--- config.mk ---
export PLATFORM = sky130hd
export DESIGN_NAME = cond_br_op
export DESIGN_NICKNAME = d
export VERILOG_FILES = /design/src/rtl/hdbe_ctrl_pkg.sv /design/src/rtl/cond_br_op_sat_counter.sv /design/src/rtl/cond_br_op.sv
export SDC_FILE = /design/constraint.sdc
export NUM_CORES = 1
export LEC_CHECK = 0
export BUFFER_PORTS_ARGS = -buffer_cell sky130_fd_sc_hd__buf_2
export CAP_MARGIN = 40
export CORE_MARGIN = 2
export CORE_UTILIZATION = 45
export DETAILED_ROUTE_END_ITERATION = 16
export PLACE_DENSITY = 0.64
export SETUP_SLACK_MARGIN = 0.5
export SYNTH_ARGS = -nofsm -noshare
export SYNTH_HDL_FRONTEND = slang
export SYNTH_SLANG_ARGS = --single-unit
--- constraint.sdc ---
create_clock -name clk -period 2.3 [get_ports clk]
set_input_delay 0.345 -clock clk [delete_from_list [all_inputs] [get_ports clk]]
set_output_delay 0.345 -clock clk [all_outputs]
set_load 0.02 [all_outputs]
--- src/rtl/hdbe_ctrl_pkg.sv ---
// hdbe_ctrl_pkg: branch-control state encoding and watchdog sizing helper
package hdbe_ctrl_pkg;
  typedef enum logic [2:0] {IDLE, LAUNCH, WAIT, COMPLETE, ERROR} state_t;
  function automatic int wd_width(input int timeout);
    return (timeout < 1) ? 1 : $clog2(timeout + 1);
  endfunction
endpackage

--- src/rtl/cond_br_op_sat_counter.sv ---
// sat_counter: enable-gated up-counter that sticks at all-ones
module sat_counter #(
  parameter int width = 16
) (
  input  logic             clk,
  input  logic             reset_n,
  input  logic             enable,
  input  logic             inc,
  output logic [width-1:0] count
);
  always_ff @(posedge clk)
    if (!reset_n) count <= '0;
    else if (enable && inc && count != '1) count <= count + 1'b1;
endmodule

--- src/rtl/cond_br_op.sv ---
// cond_br_op: conditional-branch controller launching one successor per condition token
module cond_br_op
  import hdbe_ctrl_pkg::*;
#(
  parameter int ParamCntWidth = 16,
  parameter int ParamTimeout  = 1024
) (
  input  logic                     clk,
  input  logic                     reset_n,
  input  logic                     enable,
  input  logic                     in_valid,
  input  logic                     in_cond,
  output logic                     in_ready,
  output logic                     true_start,
  input  logic                     true_done,
  output logic                     false_start,
  input  logic                     false_done,
  output logic                     out_done,
  output logic                     busy,
  output logic                     error,
  output logic [ParamCntWidth-1:0] taken_cnt,
  output logic [ParamCntWidth-1:0] not_taken_cnt
);
  localparam int WdW = wd_width(ParamTimeout);
  state_t state, state_n;
  logic cond_q, live, accept, sel_done, timeout;
  logic [WdW-1:0] wd;
  assign live     = enable & reset_n;
  assign in_ready = live & (state == IDLE);
  assign accept   = in_valid & in_ready;
  assign sel_done = cond_q ? true_done : false_done;
  assign timeout  = (ParamTimeout != 0) && (int'(wd) + 1 >= ParamTimeout);
  always_comb begin
    state_n = state;
    case (state)
      IDLE:     state_n = accept ? LAUNCH : IDLE;
      LAUNCH:   state_n = WAIT;
      WAIT:     state_n = sel_done ? COMPLETE : timeout ? ERROR : WAIT;
      COMPLETE: state_n = IDLE;
      ERROR:    state_n = ERROR;
      default:  state_n = IDLE;
    endcase
  end
  always_ff @(posedge clk)
    if (!reset_n) begin
      state  <= IDLE;
      cond_q <= 1'b0;
      wd     <= '0;
    end else if (enable) begin
      state  <= state_n;
      cond_q <= accept ? in_cond : cond_q;
      wd     <= (state == WAIT) ? wd + 1'b1 : '0;
    end
  assign true_start  = live & (state == LAUNCH) & cond_q;
  assign false_start = live & (state == LAUNCH) & ~cond_q;
  assign out_done    = live & (state == COMPLETE);
  assign busy        = state != IDLE;
  assign error       = state == ERROR;
  sat_counter #(.width(ParamCntWidth)) u_taken (
    .clk(clk), .reset_n(reset_n), .enable(enable), .inc(accept & in_cond), .count(taken_cnt)
  );
  sat_counter #(.width(ParamCntWidth)) u_not_taken (
    .clk(clk), .reset_n(reset_n), .enable(enable), .inc(accept & ~in_cond), .count(not_taken_cnt)
  );
endmodule

==> flow_summary.ini <==
[power_and_ir_drop]
p_seq_share_pct = 56.4
power_switching_mw = 0.3610
p_int_mw = 1.109
p_leak_nw = 1.196
ir_worst_vdd_v = 0.0003495
pwr_density_cell_nw_per_um2 = 475.4
switching_share_pct = 24.55
combPwrFrac_pct = 8.5
pwr-share-clk_pct = 35.1

[grt]
grt_pass1_vias = 2079
grt_pass1_wl_mm = 9.625
track_usage_pct = 19.20
grt_busiest_layer = met2
gr-usage-met1_pct = 26.72
overflow = 0
grt_max_degree = 30
grt_use_met3_pct = 3.636
antenna_found_initial = 0
use_met2_pct = 29.49

[clock_network]
root_buffer = clkbuf_8
numCtsBuffers = 5
clk_pin_slew_ns = 0.08
cts_tree = done
htreeDepth = 2
clockBufferDepth = 2
cts_hold_buf = 0
clkSinkCount = 47
clock_latency_ns = 0.31

[synth]
syn_inst = 295
async_flop_share_pct = 0
synth_edf_count = 0
synth.avg_cell_area_um2 = 8.652
synth.top_cell.area_share_pct = 36.86
yosysMostFrequentCell = dfxtp_1
yosys.area.top_type = dfxtp_1
syn_nets = 305
synthTopCellsByCount = dfxtp_1, a21oi_1, nand2_1, nor2_1, or4_1
synth_seq_cells = 47
synth_seq_area_share_pct = 36.86
synth_top_flop_cell = dfxtp_1
synthesis.area_um2 = 2552
ys_top_cells_by_area = dfxtp_1, a21oi_1, mux2i_1, or4_1, nand2_1
yosys_warnings = 0
synth_cell_types = 50

[floorplan]
die_h_um = 79.32
std_cell_rows = 27
core_area_um2 = 5507
ios = 45
dieArea_um2 = 6291
initial_core_util_pct = 46.35
fp.dieW_um = 79.32

[setup_path]
cp_slowest_cell = dfxtp_4
cp.required_ns = 1.96
r2r-start = state[1]$_SDFFE_PN0P_
cp_cell_sequence = nor3b_4 > buf_6 > nand3_2 > nor2_2 > buf_4
cp-start-kind = register
crit_start = state[1]$_SDFFE_PN0P_
cp_data_arrival_time_ns = 1.40
crit_type = register to output pin
crit_path_max_incr_delay_ns = 0.37
cp-end-kind = output pin
worstPathMaxFanout = 4

[place]
dpl_cell_area_um2 = 2856
numPortBuffers = 44
place_congestion = 0.7302
post-place-cells = 403
place_hpwl_mm = 3.963

[timing]
finalMaxSlewViolations = 0
clock_skew_ns = 0.005625
rsz0062_at_grt = yes
setup_violations = 0
fmax_ghz = 0.5724
relSlewSlack_pct = 49.08
hold_viol = 0
period_needed_ns = 1.747
worstMarginPinSlew_ns = 0.7579
fin_setup_tns_ns = 0
min_period_over_period_pct = 75.96

[cells_and_area]
finalNonFillerCells = 420
diodes = 0
final_nets = 358
num-fill-cells = 512
syn2layout_area_growth_pct = 21.18
drive_above_1_share_pct = 28.16
stdcell_area_um2 = 3093

[drt]
drtPass1Iterations = 4
vias = 2417
ant_nets = 0
wirelength_mm = 5.848
drt_iter0_markers = 143
wl_per_cell_um = 13.92
routed_via_density = 5.755
drc = 0

[worst_hold_path]
min_path_type = input pin to register
worstHoldStart = in_valid

[outcome]
status = complete, no violations

[run]
drv_cap = 0
## path summary, 6_finish.rpt
check / slack, ns / endpoint / cells after the start
max: 0.55 / false_start / 5
min: 0.35 / state[0]$_SDFFE_PN0P_ / 3
max reg2reg: 0.56 / u_taken.count[5]$_SDFFE_PN0P_ / 6
min reg2reg: 0.49 / u_not_taken.count[5]$_SDFFE_PN0P_ / 2
## through the flow
step	power, mW	hold slack [ns]	util [%]	worst slack (ns)
CTS	1.477	0.3326	54.24	0.4915
detailed placement	0.9483	0.4846	51.87	0.3222
global route	1.533	0.3806	56.17	0.4321
finish	1.470	0.3531	56.17	0.5529
floorplan	0.9187	0.4626	-	0.5100
global placement	0.9465	0.4630	51.87	0.4010
## kinds of logic (layout without fill, tap and decap cells)
kind of cell	after synthesis	count (layout)	synth area share, %
AOI/OAI and AO/OA	63	63	15.49
muxes	12	12	4.755
buffers and inverters	23	76	3.775
adders and majority gates	3	3	1.471
DFF	47	47	36.86
xor gates and xnor gates	8	8	2.745
and+or+nand+nor	139	139	34.90
## layout by cell type, fill, tap and decap left out, types with 10 or more instances in the layout
master	count
nand3_1	11
buf_4	16
o31ai_1	13
a21oi_1	26
inv_1	10
mux2i_1	11
nand4_1	12
nand2_1	27
buf_2	41
or4_1	13
nor2_1	13
nand2b_1	10
dfxtp_1	40
## power by group through the flow
| stage | Combinational, mW | Sequential, mW | Clock (mW) |
|---|---|---|---|
| floorplan | 0.0735 | 0.845 | 0 |
| global placement | 0.0974 | 0.849 | 0 |
| detailed placement | 0.0984 | 0.850 | 0 |
| CTS | 0.109 | 0.831 | 0.537 |
| global route | 0.136 | 0.831 | 0.566 |
| finish | 0.125 | 0.829 | 0.516 |
## state kept, by name (all words and copies together) (netlist names)
register and cells:
state 3, u_taken.count 16, u_not_taken.count 16, cond_q 1, wd 11
## routing by layer
metal	routed length [µm]	part of all wire (%)
met5	0	0
met4	85	1.5
met3	243	4.2
met2	2631	45
met1	2888	49
## critical path, delay by kind of cell (launching register included)
family        cells  cell delay, ns
simple gates      3            0.45
flops             1            0.37
buf+inv           2            0.27
## layout make-up
class / count / area (µm²) / area share, %
Clock buffer: 6 / 82.58 / 2.670
Inverter: 10 / 37.54 / 1.214
Clock inverter: 1 / 5.005 / 0.1618
Timing Repair Buffer: 59 / 347.8 / 11.25
Sequential cell: 47 / 952.2 / 30.78
Multi-Input combinational cell: 225 / 1578 / 51.01
Tap cell: 72 / 90.09 / 2.913
## what timing repair did
action | 4_1_cts | 5_1_grt
cloned | 0 | 0
pin swaps | 1 | 3
gates resized for setup | 6 | 19
endpoints found under the setup margin | 16 | 22
setup buffers | 4 | 6
hold endpoints to repair | 0 | 0
(Power assumes the default switching activity.)
